--- config.mk ---
export PLATFORM = sky130hd
export DESIGN_NAME = hazard_stall_controller
export DESIGN_NICKNAME = d
export VERILOG_FILES = /design/src/rtl/hazard_stall_controller.sv
export SDC_FILE = /design/constraint.sdc
export NUM_CORES = 1
export LEC_CHECK = 0
export ABC_AREA = 1
export ABC_CLOCK_PERIOD_IN_PS = 2100
export BUFFER_PORTS_ARGS = -buffer_cell sky130_fd_sc_hd__buf_4
export CAP_MARGIN = 0
export CELL_PAD_IN_SITES_DETAIL_PLACEMENT = 1
export CELL_PAD_IN_SITES_GLOBAL_PLACEMENT = 2
export CORE_UTILIZATION = 22
export CTS_CLUSTER_DIAMETER = 60
export DETAILED_ROUTE_END_ITERATION = 8
export HOLD_SLACK_MARGIN = 0.05
export PLACE_DENSITY = 0.8
export SETUP_SLACK_MARGIN = 0.05
export SYNTH_ARGS = -nofsm -noshare
export SYNTH_HDL_FRONTEND = slang
export SYNTH_SLANG_ARGS = --single-unit
--- constraint.sdc ---
create_clock -name clk -period 2.1 [get_ports clk]
set_input_delay 0.21 -clock clk [delete_from_list [all_inputs] [get_ports clk]]
set_output_delay 0.21 -clock clk [all_outputs]
set_load 0.01 [all_outputs]
--- src/rtl/hazard_stall_controller.sv ---
// Decode-stage hazard unit for the 5-stage MIPS pipeline: stall/flush/branch
// forwarding controls plus the busy tracker of the shared mult/div unit.
module hazard_stall_controller #(
    parameter int unsigned MD_LATENCY = 4,
    parameter int unsigned CNT_W      = 4
) (
    input  logic       clk,
    input  logic       rst,
    input  logic       valid_d,
    input  logic [5:0] opcode_d,
    input  logic [5:0] funct_d,
    input  logic [4:0] rs_d,
    input  logic [4:0] rt_d,
    input  logic [4:0] writereg_e,
    input  logic       regwrite_e,
    input  logic       memtoreg_e,
    input  logic [4:0] writereg_m,
    input  logic       regwrite_m,
    input  logic       memtoreg_m,
    input  logic       branch_taken_d,
    output logic       stall_f,
    output logic       stall_d,
    output logic       flush_d,
    output logic       flush_e,
    output logic       fwd_a_d,
    output logic       fwd_b_d,
    output logic       md_issue,
    output logic       md_busy
);

    localparam int unsigned REG_W = 5;
    localparam logic [CNT_W-1:0] CNT_RELOAD = CNT_W'(MD_LATENCY - 1);

    typedef enum logic {
        MD_IDLE = 1'b0,
        MD_BUSY = 1'b1
    } md_state_e;

    md_state_e        state_q, state_d;
    logic [CNT_W-1:0] cnt_q, cnt_d;

    logic is_special, is_md, is_mfx, is_br, is_jr, is_j;
    logic rs_nz, rt_nz, e_rs, e_rt, m_rs, m_rt;
    logic lw_stall, br_stall, md_stall, stall;
    logic busy_c, issue_c;

    // Instruction classes; a bubble in D belongs to none of them
    assign is_special = (opcode_d == 6'h00);
    assign is_md  = valid_d & is_special & (funct_d[5:2] == 4'b0110);
    assign is_mfx = valid_d & is_special & ((funct_d == 6'h10) | (funct_d == 6'h12));
    assign is_br  = valid_d & ((opcode_d == 6'h04) | (opcode_d == 6'h05));
    assign is_jr  = valid_d & is_special & (funct_d == 6'h08);
    assign is_j   = valid_d & ((opcode_d == 6'h02) | (opcode_d == 6'h03));

    // $0 is hardwired, so it never creates a dependency
    assign rs_nz = (rs_d != REG_W'(0));
    assign rt_nz = (rt_d != REG_W'(0));
    assign e_rs  = rs_nz & (writereg_e == rs_d);
    assign e_rt  = rt_nz & (writereg_e == rt_d);
    assign m_rs  = rs_nz & (writereg_m == rs_d);
    assign m_rt  = rt_nz & (writereg_m == rt_d);

    assign lw_stall = valid_d & memtoreg_e & regwrite_e & (e_rs | e_rt);
    assign br_stall = (is_br | is_jr) &
                      ((regwrite_e & (e_rs | (is_br & e_rt))) |
                       (memtoreg_m & (m_rs | (is_br & m_rt))));
    assign busy_c   = (state_q == MD_BUSY);
    assign md_stall = busy_c & (is_mfx | is_md);
    assign stall    = lw_stall | br_stall | md_stall;

    always_ff @(posedge clk or posedge rst) begin
        if (rst) begin
            state_q <= MD_IDLE;
            cnt_q   <= '0;
        end else begin
            state_q <= state_d;
            cnt_q   <= cnt_d;
        end
    end

    // Mult/div occupancy: a unit latency of one never leaves IDLE
    always_comb begin
        state_d = state_q;
        cnt_d   = cnt_q;
        issue_c = 1'b0;
        case (state_q)
            MD_IDLE: begin
                if (is_md & ~lw_stall & ~br_stall) begin
                    issue_c = 1'b1;
                    if (MD_LATENCY > 1) begin
                        state_d = MD_BUSY;
                        cnt_d   = CNT_RELOAD;
                    end
                end
            end
            MD_BUSY: begin
                if (cnt_q == '0) begin
                    state_d = MD_IDLE;
                end else begin
                    cnt_d = cnt_q - CNT_W'(1);
                end
            end
            default: begin
                state_d = MD_IDLE;
                cnt_d   = '0;
            end
        endcase
    end

    assign stall_f  = ~rst & stall;
    assign stall_d  = ~rst & stall;
    assign flush_e  = ~rst & stall;
    assign flush_d  = ~rst & (branch_taken_d | is_j | is_jr) & ~stall;
    assign fwd_a_d  = ~rst & regwrite_m & ~memtoreg_m & m_rs;
    assign fwd_b_d  = ~rst & regwrite_m & ~memtoreg_m & m_rt;
    assign md_issue = ~rst & issue_c;
    assign md_busy  = ~rst & busy_c;

endmodule

==> impl_results.md, run 1 <==
* Post-Syn Area at 837 sq um
* Initial Util at approximately 23%
* First-pass GRT wire length at between 4000 and 5000 um
* Via Count at 1,001
* CP arrival at 1.53 ns
* Via/cell ratio at 4.33
* Critical Path Start Type: primary input
* Crit path capture type: output pin
* Port bufs at 47
* Launch point of the worst reg-to-reg path: cnt_q[0]
* Final hold vios at 0
* Area grow syn2layout at 54.1%
* CTS Buffer Depth at 2
* Drt wl/cell at 11.7 um
* Met2 WL at 1310 um
* Share of synthesized flip-flops with an asynchronous set or reset at 100%
* Final Max Tran Viols at 0
* Count leader, synth: nand2_1
* Hold EP: busy_c
* CTS tree: built
* Yosys top cell area share at about 15%
* Synth area leaders: dfrtp_1 15%, nand2_1 15%, xnor2_1 14%
* Gr ovfl total at 0
* Sequential Power Share at 22.3%
* Comb power frac at ~37%
* Fraction of layout cells with a size suffix above 1 at 31.1%
* Placer Congestion at 0.827
* Sequence of cells on the critical path: dlygate4sd3_1, buf_4, nor2_1, nand2_1, nor4_1, buf_4
* Crit Path Class: primary input to output pin
* Slew of the pin with the lowest slew margin at 0.278 ns
* Sw frac at 28.5%
* Hold Startpoint: opcode_d[0]
* Skew-Pair Late Insertion Delay at 0.22 ns
* Core Rows at 22
* Max VDD drop at 0.000108 V
* Fin area at about 1300 sq um
* Post-CTS setup buffer count at 0
* Die height at 63.7 um
* Post-layout min period at approximately 1.7 ns
* R2r endpoint: cnt_q[3]
* Cell internal pwr at 317 uW
* Vias in the first global route at 1,066
* Initial antenna violation count at 0
* Final nets at 226
* Cts bufs inserted at 3
* Yosys warnings at 0
* Routed Antenna Nets at 0
* Synth top cells by count: 33 x nand2_1, 20 x nor2_1, 17 x inv_1
* Seq/Total Area, Yosys at 14.9%
* Hold crit path type: primary input to flip-flop
* Die ar. at 4060 sq um
* Status: finished, final reports clean
* Ratio of final minimum period to clock period at around 83%
* Ys flop type: dfrtp_1
* Routed met1 length at 1260 um
* Hold Path Cell Cnt at 6
* Ant diodes at 0
* Final TNS setup at 0 ns
* Root buffer cell: clkbuf_8
* Number of max-cap violations at 0
* R2R cell count at 7
* Residual DRC count at 0
* Power per cell area at 343 nW/um^2
* Slew Limit Headroom at 81.3%
* Setup Viol. Count Final at 0
* P_sw at approximately 130 uW
* CP Max Fanout at 4
* Clock power share at 41.1%
* DP Wirelength at 2410 um
* Die Wd at 63.7 um
* Post-Syn Nets at 175
* Leak pwr at 0.664 nW
* Post-synth EDFFs at 0
* Max Clock Freq at 573 MHz
* Most frequent CP cell: buf_4
* Synth cell types at 23
* Synthesized flop and latch total at 5
* Placement-stage cell area at around 1200 sq um
* CTS H-Tree Depth at 1
* I/O Pins at 48
* Reg-to-reg slack, setup at 0.83 ns
* Worst EP required at 1.89 ns
* CTS clk-pin slew, worst paths at approximately 0.040 ns
* Critical Path Max Stage Delay at 0.54 ns
* Top layer in use: met4
* Total Routing Usage GR at 15.2%
* Drt pass-1 iters at 4
* Avg Cell Area, Syn at approximately 6.3 sq um
* Met3 routed WL at ~110 um
* RSZ-0062 raised after global routing: false
* Most area-hungry cell type in the Yosys netlist: dfrtp_1
* Crit-path slowest cell: dlygate4sd3_1
* Final WL at between 2000 and 3000 um
* Mapped Cells at ~130
* Largest net degree at the start of global routing at 8
* Final setup skew at 0.000732 ns
* Clk sink count at 5
* DRT iter0 DRCs at 16
* CORE AREA at 3660 sq um
## power groups by stage
stage               clock network, mW  registers [mW]  logic [mW]
floorplan                           0          0.0998      0.0706
global placement                    0           0.100       0.158
detailed placement                  0           0.100       0.162
CTS                             0.190          0.0989       0.164
global route                    0.197          0.0990       0.180
finish                          0.182          0.0990       0.162
## kinds of logic after synthesis
group | Yosys count | synth area share, %
xor+xnor | 20 | 20.9
simple gates | 81 | 47.8
flops | 5 | 14.9
compound gates | 5 | 3.44
fa+ha+maj | 2 | 2.99
buf+inv | 20 | 9.86
## final cells by class
type / count / area (sq um)
timing repair buffer: 48 / 363
multi-input combinational: 108 / 629
inverter: 18 / 67.6
tap: 48 / 60.1
clock buffer: 4 / 45.0
sequential: 5 / 125
fill: 463 / 2370
## sequential cells by signal, indices dropped and copies added (netlist names)
signal	cells
cnt_q	4
busy_c	1
## critical path: cells and delay by family
family	cells	cell delay [ns]
and+or+nand+nor	3	0.46
buffers and inverters	3	0.87
## metal layers
metal | vias up | track usage (%)
met5 | - | 0
met4 | 0 | 5.11
met1 | 450 | 18.9
met2 | 29 | 26.1
met3 | 2 | 2.54
li1 | 520 | -
## cell usage in the layout, fill, tap and decap left out, drive strengths merged, types with 3 or more instances in the layout
cell,netlist,final
buf,2,47
nand2,34,34
nor2,21,21
inv,18,18
nand3,14,14
xnor2,13,13
xor2,7,7
dfrtp,5,5
nor4,4,4
clkbuf,0,4
nand3b,3,3
nor3,3,3
## worst max-delay path by stage
stage                           start  endpoint  slack (ns)  cells after the start
after floorplan           opcode_d[5]   stall_d        0.65                     10
after global placement    opcode_d[5]   flush_e        0.39                     13
after detailed placement  opcode_d[5]   stall_d        0.37                     13
after CTS                         rst   flush_d        0.34                      6
after global routing      opcode_d[5]   flush_e        0.18                     13
final                             rst   fwd_b_d        0.36                      6
## through the flow
step | std cells | setup WS (ns) | hold WS (ns) | power (mW) | util [%]
global route | 231 | 0.183 | 0.489 | 0.476 | 35.2
floorplan | 133 | 0.653 | 0.00264 | 0.170 | -
finish | 231 | 0.356 | 0.465 | 0.443 | 35.2
detailed placement | 226 | 0.374 | 0.179 | 0.262 | 33.7
global placement | 226 | 0.393 | 0.177 | 0.259 | 33.7
CTS | 231 | 0.341 | 0.459 | 0.453 | 35.2
## repair_timing
item | CTS | global route
hold endpoints to repair | 5 | 0
hold buffers | 1 | 0
endpoints found under the setup margin | 0 | 0
resized for setup | 0 | 0
(Power assumes the default switching activity.)
==> run 2, diff against run 1 <==
--- a/config.mk
+++ b/config.mk
@@ -6,16 +6,16 @@
 export NUM_CORES = 1
 export LEC_CHECK = 0
 export ABC_AREA = 1
-export ABC_CLOCK_PERIOD_IN_PS = 2100
+export ABC_CLOCK_PERIOD_IN_PS = 1410
 export BUFFER_PORTS_ARGS = -buffer_cell sky130_fd_sc_hd__buf_4
 export CAP_MARGIN = 0
 export CELL_PAD_IN_SITES_DETAIL_PLACEMENT = 1
 export CELL_PAD_IN_SITES_GLOBAL_PLACEMENT = 2
-export CORE_UTILIZATION = 22
+export CORE_UTILIZATION = 19
 export CTS_CLUSTER_DIAMETER = 60
 export DETAILED_ROUTE_END_ITERATION = 8
 export HOLD_SLACK_MARGIN = 0.05
-export PLACE_DENSITY = 0.8
+export PLACE_DENSITY = 0.73
 export SETUP_SLACK_MARGIN = 0.05
 export SYNTH_ARGS = -nofsm -noshare
 export SYNTH_HDL_FRONTEND = slang
==> constraint.sdc (replaced) <==
create_clock -name clk -period 1.41 [get_ports clk]
set_input_delay 0.141 -clock clk [delete_from_list [all_inputs] [get_ports clk]]
set_output_delay 0.141 -clock clk [all_outputs]
set_load 0.01 [all_outputs]
==> run 2 against run 1 <==
Compared with the run above:
- the flow now finishes with violations (negative setup slack)
- hold slack improved by 0.016 ns
- via count rose by 7.8%
- combinational power is 110% higher
- cell count up 6.9%
- utilization is 5.2 points higher
- first-iteration DRC count grew 63%
- register-to-register slack lost 0.66 ns
- total power increased by 76%
- sequential power increased by 48%
- die area up 15%
- clock-buffer cell count did not move
- sequential cell count stayed put
==> impl_results.md, run 2 (synthesized netlist as in run 1, its figures left out) <==
* Crit-path slowest cell: dfrtp_1
* Cts bufs inserted at 3 (unchanged)
* Via/cell ratio at 4.37 (+0.81%)
* First-pass GRT wire length at 4890 um (+1.4%)
* Root buffer cell: clkbuf_8
* Final nets at 240 (+6.2%)
* CTS clk-pin slew, worst paths at 0.04 ns (about the same)
* CP Max Fanout at 5 (+1)
* CTS H-Tree Depth at 1 (unchanged)
* Fraction of layout cells with a size suffix above 1 at 54.8% (+24 points)
* Hold crit path type: primary input to flip-flop
* RSZ-0062 raised after global routing: true
* Launch point of the worst reg-to-reg path: cnt_q[0]
* I/O Pins at 48 (unchanged)
* Crit path capture type: output pin
* Hold Startpoint: funct_d[2]
* Ant diodes at 0 (unchanged)
* Post-layout min period at 1.50 ns
* Crit Path Class: flip-flop to output pin
* Worst EP required at 1.27 ns (-0.62 ns)
* CTS tree: built
* Leak pwr at 0.813 nW (+22%)
* Worst setup startpoint: busy_c
* Power per cell area at 468 nW/um^2 (+36%)
* P_sw at 250 uW (+98%)
* Critical Path Start Type: flip-flop
* Residual DRC count at 0 (unchanged)
* Routed Antenna Nets at 0 (unchanged)
* Initial antenna violation count at 0 (unchanged)
* DRT iter0 DRCs at 26 (+10)
* Ratio of final minimum period to clock period at 107%
* Final Max Tran Viols at 0 (unchanged)
* Final hold vios at 0 (unchanged)
* CTS Buffer Depth at 2 (unchanged)
* Status: finished, violations left
* Max VDD drop at 0.000206 V (+91%)
* Slew Limit Headroom at 75.4% (-5.9 points)
* Critical Path Max Stage Delay at 0.39 ns (-0.15 ns)
* Max Clock Freq at around 660 MHz
* Skew-Pair Late Insertion Delay at 0.23 ns (about the same)
* Largest net degree at the start of global routing at 6 (-2)
* Via Count at 1,079 (+7.8%)
* Sequential Power Share at 18.9% (-3.4 points)
* CORE AREA at 4120 sq um (+12%)
* Die Wd at 68.4 um (+7.4%)
* CP arrival at 1.36 ns (-0.17 ns)
* Comb power frac at 44.5% (+7.9 points)
* Setup Viol. Count Final at 4 (+4)
* Die height at 68.4 um (+7.4%)
* DP Wirelength at 2580 um (+6.7%)
* R2R cell count at 7 (unchanged)
* Area grow syn2layout at 99.0%
* Total Routing Usage GR at 14.0% (-1.2 points)
* Top reg by flops: cnt_q
* Core Rows at 23 (+4.5%)
* Hold Path Cell Cnt at 6 (unchanged)
* Most frequent cells in the layout: 47 x buf_4, 26 x nand2_1, 14 x buf_6
* Most common cell after layout, fill and taps aside: buf_4
* Failing checks: negative setup slack
* Slew of the pin with the lowest slew margin at 0.365 ns (+0.0875 ns)
* Sequence of cells on the critical path: buf_4, nand4_1, nand3_4, nand2_2, inv_2, buf_6
* Final Util at 40.5% (+5.2 points)
* Post-Layout Cell Count at 247 (+6.9%)
* Clock power share at 36.6% (-4.5 points)
* Cell internal pwr at 530 uW (+67%)
* Number of max-cap violations at 0 (unchanged)
* Max reg flops at 4 (unchanged)
* Clk sink count at 5 (unchanged)
* Drt pass-1 iters at 3 (-1)
* Cells after DPL at 236 (+4.4%)
* Initial Util at 20.3% (-2.5 points)
* Sw frac at 32.0% (+3.5 points)
* Final WL at 3230 um (+19%)
* Placer Congestion at 0.813 (-1.7%)
* Gr ovfl total at 0 (unchanged)
* Final setup margin at -0.0939 ns (-0.450 ns)
* Vias in the first global route at 1,079 (+1.2%)
* Final setup skew at 0.00697 ns (+0.00623 ns)
* Port bufs at 47 (unchanged)
* Die ar. at 4680 sq um (+15%)
* Drt wl/cell at 13.1 um (+12%)
## run 2: cell types whose count changed in the layout (fill, tap and decap cells not counted), sizes merged
cell,before,now
clkinvlp,0,1
buf,47,61
inv,18,17
## run 2: metal layers
layer,vias to the layer above,track usage (%),routed length [um]
met5,-,0,0
met4,0,5.47,35
met3,4,0.667,92
met2,25,23.8,1670
met1,499,18.3,1430
li1,551,-,-
## run 2: worst paths after layout
check	endpoint	slack [ns]
worst max-delay path	stall_d	-0.09
min in group asynchronous	cnt_q[2]	0.51
worst min register to register	cnt_q[3]	0.57
max in group asynchronous	cnt_q[3]	0.78
worst max register to register	cnt_q[3]	0.17
worst min-delay path	busy_c	0.48
## run 2: power by group through the flow
stage	clock [mW]	sequential, mW	combinational, mW
after floorplan	0	0.149	0.105
after global placement	0	0.149	0.252
after detailed placement	0	0.149	0.259
after CTS	0.290	0.147	0.273
after global routing	0.300	0.148	0.376
final	0.286	0.147	0.347
## run 2: layout make-up
type / instances / area, sq um
timing repair buffer: 62 / 520
fill: 518 / 2450
sequential: 5 / 125
tap: 50 / 62.6
multi-input combinational: 108 / 838
inverter: 18 / 73.8
clock buffer: 4 / 45.0
## run 2: metrics by stage
stage                     hold slack, ns  power (mW)  instance area, sq um  TNS (ns)  setup WS [ns]
after floorplan                  -0.0664       0.254                   837         0          0.101
after global placement             0.189       0.401                  1300    -0.905         -0.159
after detailed placement           0.180       0.408                  1300     -1.14         -0.171
after CTS                          0.452       0.711                  1420    -0.364         -0.102
after global routing               0.536       0.823                  1670    -0.752         -0.181
final                              0.481       0.780                  1670    -0.337        -0.0939
## run 2: timing repair
action,in CTS,in global routing
setup buffers,2,4
cloned,0,0
pin swaps,9,33
gates resized for setup,14,50
hold buffers,1,0
hold endpoints to repair,5,0
setup endpoints to repair,5,9
## run 2: critical path: cells and delay by family (launching register included)
kind | cells | cell delay, ns
buffers and inverters | 3 | 0.36
flip-flops | 1 | 0.39
AND/OR/NAND/NOR | 3 | 0.37
